--- src/rtl/divider_iter_unit_if.sv ---
// Issue/result bundle between the divide issue queue, the iterative divider and writeback.
interface divider_iter_unit_if #(
  parameter int WIDTH = 32,
  parameter int TAG_W = 6
);
  logic             issuediv_enable;
  logic             issuediv_signed;
  logic [WIDTH-1:0] issuediv_rsdata;
  logic [WIDTH-1:0] issuediv_rtdata;
  logic [TAG_W-1:0] issuediv_rdtag;
  logic             issuediv_flush;
  logic             issuediv_busy;
  logic             issuediv_valid;
  logic [WIDTH-1:0] issuediv_quot;
  logic [WIDTH-1:0] issuediv_rem;
  logic             issuediv_dz;
  logic [TAG_W-1:0] issuediv_rdtag_out;

  modport master (
    output issuediv_enable, issuediv_signed, issuediv_rsdata, issuediv_rtdata,
           issuediv_rdtag, issuediv_flush,
    input  issuediv_busy, issuediv_valid, issuediv_quot, issuediv_rem,
           issuediv_dz, issuediv_rdtag_out
  );

  modport slave (
    input  issuediv_enable, issuediv_signed, issuediv_rsdata, issuediv_rtdata,
           issuediv_rdtag, issuediv_flush,
    output issuediv_busy, issuediv_valid, issuediv_quot, issuediv_rem,
           issuediv_dz, issuediv_rdtag_out
  );
endinterface

--- src/rtl/divider_iter_unit.sv ---
// Iterative radix-2 restoring divider: one quotient bit per cycle, signed/unsigned,
// divide-by-zero flag and flush. Results are held until the next completed divide.
module divider_iter_unit #(
  parameter int WIDTH = 32,
  parameter int TAG_W = 6,
  parameter int CNT_W = 6
) (
  input logic               clk,
  input logic               reset,
  divider_iter_unit_if.slave bus
);
  typedef enum logic [1:0] {IDLE, CALC, DONE} state_t;

  state_t           state;
  logic [CNT_W-1:0] count;
  logic [WIDTH-1:0] quot_r, rem_r;
  logic             dz_r;
  logic [TAG_W-1:0] tag_r;

  logic [WIDTH-1:0] divisor, q_work, pr_work, rs_raw;
  logic             qneg, rneg, dz_pend;
  logic [TAG_W-1:0] tag_hold;

  logic             accept;
  logic [WIDTH:0]   shifted;
  logic             ge;
  logic [WIDTH-1:0] pr_next, q_next;

  function automatic logic [WIDTH-1:0] mag(input logic signed [WIDTH-1:0] v, input logic sgn);
    return (sgn && v < 0) ? -v : v;
  endfunction

  function automatic logic [WIDTH-1:0] apply_sign(input logic [WIDTH-1:0] v, input logic neg);
    return neg ? -v : v;
  endfunction

  // Flush beats enable in IDLE, so a flushed cycle never starts a divide.
  assign accept = (state == IDLE) && bus.issuediv_enable && !bus.issuediv_flush;

  // Partial remainder is WIDTH+1 bits once the next dividend bit is shifted in;
  // when the trial subtract succeeds the difference always fits back in WIDTH bits.
  assign shifted = {pr_work, q_work[WIDTH-1]};
  assign ge      = shifted >= {1'b0, divisor};
  assign pr_next = ge ? (shifted[WIDTH-1:0] - divisor) : shifted[WIDTH-1:0];
  assign q_next  = {q_work[WIDTH-2:0], ge};

  always_ff @(posedge clk or negedge reset) begin
    if (!reset) begin
      state  <= IDLE;
      count  <= '0;
      quot_r <= '0;
      rem_r  <= '0;
      dz_r   <= 1'b0;
      tag_r  <= '0;
    end else begin
      case (state)
        IDLE: begin
          if (accept) begin
            state <= CALC;
            count <= CNT_W'(WIDTH - 1);
          end
        end
        CALC: begin
          if (bus.issuediv_flush) begin
            state <= IDLE;
          end else if (count == '0) begin
            state  <= DONE;
            quot_r <= dz_pend ? '1 : apply_sign(q_next, qneg);
            rem_r  <= dz_pend ? rs_raw : apply_sign(pr_next, rneg);
            dz_r   <= dz_pend;
            tag_r  <= tag_hold;
          end else begin
            count <= count - 1'b1;
          end
        end
        DONE:    state <= IDLE;
        default: state <= IDLE;
      endcase
    end
  end

  // Working operands carry no reset; they are always reloaded on accept.
  always_ff @(posedge clk) begin
    if (accept) begin
      q_work   <= mag(bus.issuediv_rsdata, bus.issuediv_signed);
      divisor  <= mag(bus.issuediv_rtdata, bus.issuediv_signed);
      pr_work  <= '0;
      rs_raw   <= bus.issuediv_rsdata;
      qneg     <= bus.issuediv_signed & (bus.issuediv_rsdata[WIDTH-1] ^ bus.issuediv_rtdata[WIDTH-1]);
      rneg     <= bus.issuediv_signed & bus.issuediv_rsdata[WIDTH-1];
      dz_pend  <= (bus.issuediv_rtdata == '0);
      tag_hold <= bus.issuediv_rdtag;
    end else if (state == CALC) begin
      q_work  <= q_next;
      pr_work <= pr_next;
    end
  end

  assign bus.issuediv_busy      = (state != IDLE);
  assign bus.issuediv_valid     = (state == DONE) && !bus.issuediv_flush;
  assign bus.issuediv_quot      = quot_r;
  assign bus.issuediv_rem       = rem_r;
  assign bus.issuediv_dz        = dz_r;
  assign bus.issuediv_rdtag_out = tag_r;
endmodule

--- src/flat_wrapper.sv ---
// flat-port wrapper written by rule: the top's interface ports become plain ports
module divider_iter_unit_flat 
#(
  parameter int WIDTH = 32,
  parameter int TAG_W = 6,
  parameter int CNT_W = 6
)
  (clk, reset, bus_issuediv_enable, bus_issuediv_signed, bus_issuediv_rsdata, bus_issuediv_rtdata, bus_issuediv_rdtag, bus_issuediv_flush, bus_issuediv_busy, bus_issuediv_valid, bus_issuediv_quot, bus_issuediv_rem, bus_issuediv_dz, bus_issuediv_rdtag_out);
  divider_iter_unit_if #(.WIDTH(WIDTH), .TAG_W(TAG_W)) bus_i ();
  input logic clk;
  input logic reset;
  input wire logic [$bits(bus_i.issuediv_enable)-1:0] bus_issuediv_enable;
  input wire logic [$bits(bus_i.issuediv_signed)-1:0] bus_issuediv_signed;
  input wire logic [$bits(bus_i.issuediv_rsdata)-1:0] bus_issuediv_rsdata;
  input wire logic [$bits(bus_i.issuediv_rtdata)-1:0] bus_issuediv_rtdata;
  input wire logic [$bits(bus_i.issuediv_rdtag)-1:0] bus_issuediv_rdtag;
  input wire logic [$bits(bus_i.issuediv_flush)-1:0] bus_issuediv_flush;
  output wire logic [$bits(bus_i.issuediv_busy)-1:0] bus_issuediv_busy;
  output wire logic [$bits(bus_i.issuediv_valid)-1:0] bus_issuediv_valid;
  output wire logic [$bits(bus_i.issuediv_quot)-1:0] bus_issuediv_quot;
  output wire logic [$bits(bus_i.issuediv_rem)-1:0] bus_issuediv_rem;
  output wire logic [$bits(bus_i.issuediv_dz)-1:0] bus_issuediv_dz;
  output wire logic [$bits(bus_i.issuediv_rdtag_out)-1:0] bus_issuediv_rdtag_out;
  assign bus_i.issuediv_enable = bus_issuediv_enable;
  assign bus_i.issuediv_signed = bus_issuediv_signed;
  assign bus_i.issuediv_rsdata = bus_issuediv_rsdata;
  assign bus_i.issuediv_rtdata = bus_issuediv_rtdata;
  assign bus_i.issuediv_rdtag = bus_issuediv_rdtag;
  assign bus_i.issuediv_flush = bus_issuediv_flush;
  assign bus_issuediv_busy = bus_i.issuediv_busy;
  assign bus_issuediv_valid = bus_i.issuediv_valid;
  assign bus_issuediv_quot = bus_i.issuediv_quot;
  assign bus_issuediv_rem = bus_i.issuediv_rem;
  assign bus_issuediv_dz = bus_i.issuediv_dz;
  assign bus_issuediv_rdtag_out = bus_i.issuediv_rdtag_out;
  divider_iter_unit #(.WIDTH(WIDTH), .TAG_W(TAG_W), .CNT_W(CNT_W)) u_core (.clk(clk), .reset(reset), .bus(bus_i));
endmodule
--- config.mk ---
export PLATFORM = sky130hd
export DESIGN_NAME = divider_iter_unit_flat
export DESIGN_NICKNAME = d
export VERILOG_FILES = /design/src/rtl/divider_iter_unit_if.sv /design/src/rtl/divider_iter_unit.sv /design/src/flat_wrapper.sv
export SDC_FILE = /design/constraint.sdc
export NUM_CORES = 1
export LEC_CHECK = 0
export CAP_MARGIN = 20
export CORE_MARGIN = 2
export CORE_UTILIZATION = 52
export CTS_CLUSTER_SIZE = 24
export DETAILED_ROUTE_END_ITERATION = 10
export GPL_TIMING_DRIVEN = 1
export PLACE_DENSITY = 0.78
export SYNTH_ARGS = -nofsm -noshare
export SYNTH_HDL_FRONTEND = slang
export SYNTH_SLANG_ARGS = --single-unit
--- constraint.sdc ---
create_clock -name clk -period 4.7 [get_ports clk]
set_input_delay 0.94 -clock clk [delete_from_list [all_inputs] [get_ports clk]]
set_output_delay 0.94 -clock clk [all_outputs]
set_load 0.1 [all_outputs]
# [Word level (Yosys, flattened, before mapping)]
# Cells that the tools add are included.
[word_totals] ff_bits=216 in_bits=75 output_inout_bits=73 elab_cells=65
[classes] addsub=6 n_lt_le_gt_ge=3 eq_ne=6 muxes=17 bitwise_logic=4 reduce_logical=15
[ops] operator="two-way mux 32 bit" count=9
[ops] operator="negation 32 bit" count=4
[ops] operator="< comparator 32 x 1 -> 1 bit (second input constant)" count=2
[ops] operator="greater-or-equal comparator 33 x 32 -> 1 bit" count=1
[ops] operator="zero test 32 bit" count=1
[ops] operator="subtractor 32 bit" count=1
[ops] operator="two-way mux 6 bit" count=3
[ops] operator="case mux 6 bit (2 select lines)" count=1
[ops] operator="zero test 6 bit" count=1
[ops] operator="two-way mux 2 bit" count=3
[ops] operator="nonzero test 2 bit" count=3
[ops] operator="subtractor 6 x 1 -> 6 bit (second input constant)" count=1
[ops] operator="logical AND 1 bit" count=5
[ops] operator="!= test 2 bit (second input constant)" count=2
[ops] operator="case mux 2 bit (2 select lines)" count=1
[ops] operator="AND reduction 4 bit" count=1
[ops] operator="!= test 3 x 2 -> 1 bit (second input constant)" count=1
[ops] operator="AND reduction 3 bit" count=1
[ops] operator="AND 1 bit" count=2
[ops] operator="== test 2 x 1 -> 1 bit (second input constant)" count=1
[ops] operator="== test 2 bit (second input constant)" count=1
[ops] operator="zero test 2 bit" count=1
[ops] operator="!= test 2 x 1 -> 1 bit (second input constant)" count=1
[ops] operator="AND reduction 2 bit" count=1
[ops] operator="3 further kinds" count=3

# [Depth between registers and ports, before layout]
[depth] word_depth=5 ltp_mapped=23 mapped_depth_nobuf=20

# [Worst setup path before layout]
# OpenSTA, ideal clock, no wires.
[synth_timing] path_kind="register to register" from="register u_core.divisor[26]" to="register u_core.rem_r[30], in the netlist u_core.bus.issuediv_rem[30]" setup_ps=131 t_arrival_ps=4678 required_ps=4569 setup_slack_ps=-109 stages_incl_launch_ff=22 path_buffers=2 synth_period_minus_slack_ps=4809 path_cell_list="edfxtp_1 -> inv_1 -> ha_1 -> a21oi_1 -> o21ai_1 -> a2111oi_4 -> o211a_2 -> nand2_8 -> clkbuf_1 -> clkbuf_1 -> o21ai_0 -> ha_1 -> inv_1 -> or4_1 -> or3_1 -> nor3_1 -> a31oi_1 -> and3b_1 -> nand4_1 -> o31ai_1 -> xnor2_1 -> o22ai_1"
[synth_between] elab_chain_len=5 elab_cells_between_ends=6 cone_classes="add/sub: 2; order compare: 1; mux: 3"
[synth_rtl] item="start, declared" line="divider_iter_unit.sv:20" source="logic [WIDTH-1:0] divisor, q_work, pr_work, rs_raw;"
[synth_rtl] item="start signal, assigned" line="divider_iter_unit.sv:86" source="divisor <= mag(bus.issuediv_rtdata, bus.issuediv_signed);"
[synth_rtl] item="subtractor 32 bit / greater-or-equal comparator 33 x 32 -> 1 bit (equally long branches)" line="divider_iter_unit.sv:44, divider_iter_unit.sv:43"
[synth_rtl] item="two-way mux 32 bit *" line="divider_iter_unit.sv:44" source="assign pr_next = ge ? (shifted[WIDTH-1:0] - divisor) : shifted[WIDTH-1:0];"
[synth_rtl] item="negation 32 bit" line="divider_iter_unit.sv:34" source="return neg ? -v : v;"
[synth_rtl] item="two-way mux 32 bit *" line="divider_iter_unit.sv:34"
[synth_rtl] item="two-way mux 32 bit *" line="divider_iter_unit.sv:69" source="rem_r <= dz_pend ? rs_raw : apply_sign(pr_next, rneg);"
[synth_rtl] item="end signal, assigned" line="divider_iter_unit.sv:69"
[synth_rtl] item="end, declared" line="divider_iter_unit.sv:16" source="logic [WIDTH-1:0] quot_r, rem_r;"
# Every way passes the cells marked *; elsewhere a longest branch is shown, timed or not.
# A chain may end at the register's enable or synchronous reset.

# [Final worst setup path]
[layout_timing] from="register u_core.divisor[10]" to="register u_core.rem_r[30], in the netlist u_core.bus.issuediv_rem[30]"
# The elaborated chain is that of the path after synthesis.

==> reports/results.ini <==
[sta]
setup_ws_ps = 239.8
min_period_ps = 4460
finalClockSkew_ps = 20.49
tightest_slew_ps = 1056
hold_viol = 0
slew_violations = 0
setup_viol = 0
fin_crit_sh_pct = 94.90
relSlewSlack_pct = 29.57
timing.fmax_mhz = 224.2

[critical_path]
cp.required_ps = 5120
path_max_fanout = 10
r2r-end = u_core.bus.issuediv_rem[30]
r2r_cells = 20
worstSetupStartpointType = flip-flop
endpoint = u_core.bus.issuediv_rem[30]
worstSetupEndpointType = flip-flop
crit_type = flip-flop to flip-flop
rrSetupSlack_ps = 240
crit_start = u_core.divisor[10]
arrival_ps = 4880
rr_startpoint = u_core.divisor[10]

[die]
die_w_um = 162.8
initial_core_util_pct = 52.53
io_pins = 148
rows = 58
core-area_um2 = 24960
die_h_um = 162.8
dieArea_um2 = 26510

[synth]
ys_warn_count = 0
synth_area_um2 = 13110
synthMuxAreaShare_pct = 1.383
post_synth.cell_area_avg_um2 = 8.994
synth_fa_ha_area_share_pct = 3.778
seq_area_frac_synth_pct = 44.00
synth.net_count = 1572
synth_top_area_share_pct = 24.04
yosysUniqueCellTypes = 84
synth_edf_count = 105
synth.area.top_cells = edfxtp_1 24%, dfrtp_1 15%, nand2_1 5.6%
async_flop_share_pct = 36.57
yosys.area_share.simple_pct = 17.94
synthCells = 1458
yosysTopAreaCell = edfxtp_1
synth_xor_area_share_pct = 9.283
synth_top_family_by_area = compound AO/OA/AOI/OAI gates
synth-compound-area-share_pct = 19.90
synth_seq_cells = 216
synth_ff_type = edfxtp_1

[final_layout]
nets = 1727
layout_commonest_cell = nand2_1
utilization_pct = 64.24
syn2layout_area_growth_pct = 22.29
instances_no_fill = 1962
antenna_cells = 0
final_cell_mix = 196 x nand2_1, 145 x clkdlybuf4s50_1, 141 x o21ai_0, 121 x nor2_1, 110 x a21oi_1
stdcell_area_um2 = 16040
drive_above_1_share_pct = 8.395

[clocking]
cts_buffers = 25
insertion_delay_ps = 550
htree_levels = 1
cts_root_buf = clkbuf_16
clkSlewWorstSetupHoldPaths_ps = 60
clockBufferDepth = 3
cts_tree = built
cts.sinks = 216
hold_buffers = 0

[power_and_ir_drop]
total_power_uw = 8910
p_sw_share_pct = 43.33
pwr-share-comb_pct = 49.0
ir_drop_mv = 0.3105
power_density_nw_per_um2 = 555.6
p_sw_uw = 3860
clkPwrFrac_pct = 22.8
leakagePower_uw = 0.006403
p_int_uw = 5050
seqPwrFrac_pct = 28.2

[routing]
dr_total_vias = 11790
drt-pass1-iter-count = 5
detail-route-antenna-nets = 0
drt-total-wl_um = 38540
drt_iter0_markers = 1263
post_drt_wl_per_cell_um = 19.65
viasPerCell = 6.009
route.detailed.drc = 0

[grt]
grt_max_degree = 80
track_usage_pct = 29.19
antenna_found_initial = 1
grt_pass1_wl_um = 61380
grt_pass1_vias = 11400
gr-total-overflow = 0

[placed_design]
hpwl_um = 28590
postPlaceCellArea_um2 = 15070
placed_cells = 1912
place.gp.congestion = 0.9639
dp_slack_ps = 90.79
portBuffers = 147

[outcome]
outcome = completed

[hold_path]
hp-class = input port to asynchronous set/reset pin

[flow_run]
cap_violations = 0

-- layout make-up --
type / instances / area [um2]
tap: 330 / 412.9
fill: 2090 / 8927
clock buffer: 32 / 681.9
multi-input combinational: 1117 / 6933
clock inverter: 14 / 170.2
inverter: 59 / 221.5
sequential: 216 / 5771
timing repair buffer: 194 / 1847
-- cells by family after synthesis --
| family | Yosys count |
|---|---|
| AOI/OAI and AO/OA | 418 |
| muxes | 18 |
| adders and majority gates | 39 |
| and+or+nand+nor | 503 |
| xor gates and xnor gates | 139 |
| buffers and inverters | 125 |
| DFF | 216 |
-- flip-flops by register name, indices dropped and copies added (netlist names) --
register,flops
u_core.count,6
u_core.rneg,1
u_core.dz_pend,1
u_core.bus.issuediv_dz,1
u_core.tag_hold,6
u_core.state,2
u_core.bus.issuediv_rem,32
u_core.q_work,32
u_core.qneg,1
u_core.bus.issuediv_rdtag_out,6
u_core.divisor,32
u_core.rs_raw,32
u_core.bus.issuediv_quot,32
u_core.pr_work,32
-- metal layers --
layer  up-vias  track usage [%]  share of wire (%)
met5         -                0                  0
li1       5584                -                  -
met4         0            9.212                3.0
met2       462            46.63                 46
met3        73            3.234                7.3
met1      5670            41.80                 44
-- through the flow --
| stage | hold WS (ps) | TNS [ps] |
|---|---|---|
| final | 356.1 | 0 |
| after global routing | 400.2 | -111.7 |
| after CTS | 446.1 | 0 |
| after detailed placement | 433.0 | 0 |
| after global placement | 423.6 | 0 |
| after floorplan | 414.6 | 0 |
-- how the worst min path moves through the flow --
stage,from,endpoint,slack [ps],cells past startpoint
final,reset,u_core.bus.issuediv_quot[11],360,1
after global routing,reset,u_core.bus.issuediv_quot[9],400,1
after CTS,u_core.tag_hold[5],u_core.bus.issuediv_rdtag_out[5],450,2
after detailed placement,u_core.tag_hold[5],u_core.bus.issuediv_rdtag_out[5],430,2
after global placement,u_core.tag_hold[1],u_core.bus.issuediv_rdtag_out[1],420,2
after floorplan,u_core.tag_hold[0],u_core.bus.issuediv_rdtag_out[0],410,2
-- power by group through the flow --
stage / Clock [uW] / Sequential [uW] / Combinational (uW)
2_1_floorplan: 0 / 2640 / 2730
3_3_place_gp: 0 / 2530 / 4140
3_5_place_dp: 0 / 2540 / 4190
4_1_cts: 2050 / 2500 / 4210
5_1_grt: 2120 / 2540 / 4750
6_report: 2030 / 2510 / 4360
-- synthesized netlist by cell type (6+ instances only) --
cell type and count:
a211oi_1 6, a21boi_0 6, a21o_1 6, a21oi_1 111
a31oi_1 23, and2_1 9, and3_1 15, buf_2 11
clkbuf_1 51, dfrtp_1 79, dfxtp_1 32, edfxtp_1 105
ha_1 38, inv_1 57, mux2i_1 17, nand2_1 196
nand2b_1 15, nand3_1 30, nand4_1 12, nor2_1 123
nor2b_1 7, nor3_1 25, nor4_1 17, o211ai_1 14
o21a_1 9, o21ai_0 144, o22ai_1 7, o31ai_1 23
o41ai_1 14, or3_1 18, or4_1 7, xnor2_1 70
xor2_1 69
-- worst max-delay path: stages (launching register included) --
cell and delay [ps]:
edfxtp_1 330, inv_1 40, ha_1 440, nand4_1 220, nor2_2 210, nand2_1 190, a31o_4 310, nand2_8 90
nand2_1 60, o21ai_1 110, ha_2 220, inv_1 60, or4_1 490, or3_1 320, nor3_1 130, a31oi_1 110
and3b_2 300, nand4_1 200, o31ai_2 270, xnor2_1 140, o22ai_1 90
-- what timing repair did --
action / 4_1_cts / 5_1_grt
hold endpoints to repair: 0 / 0
setup endpoints to repair: 0 / 8
setup buffers: 0 / 3
gates resized for setup: 0 / 19
No activity file was read; power rests on OpenSTA's default activity.
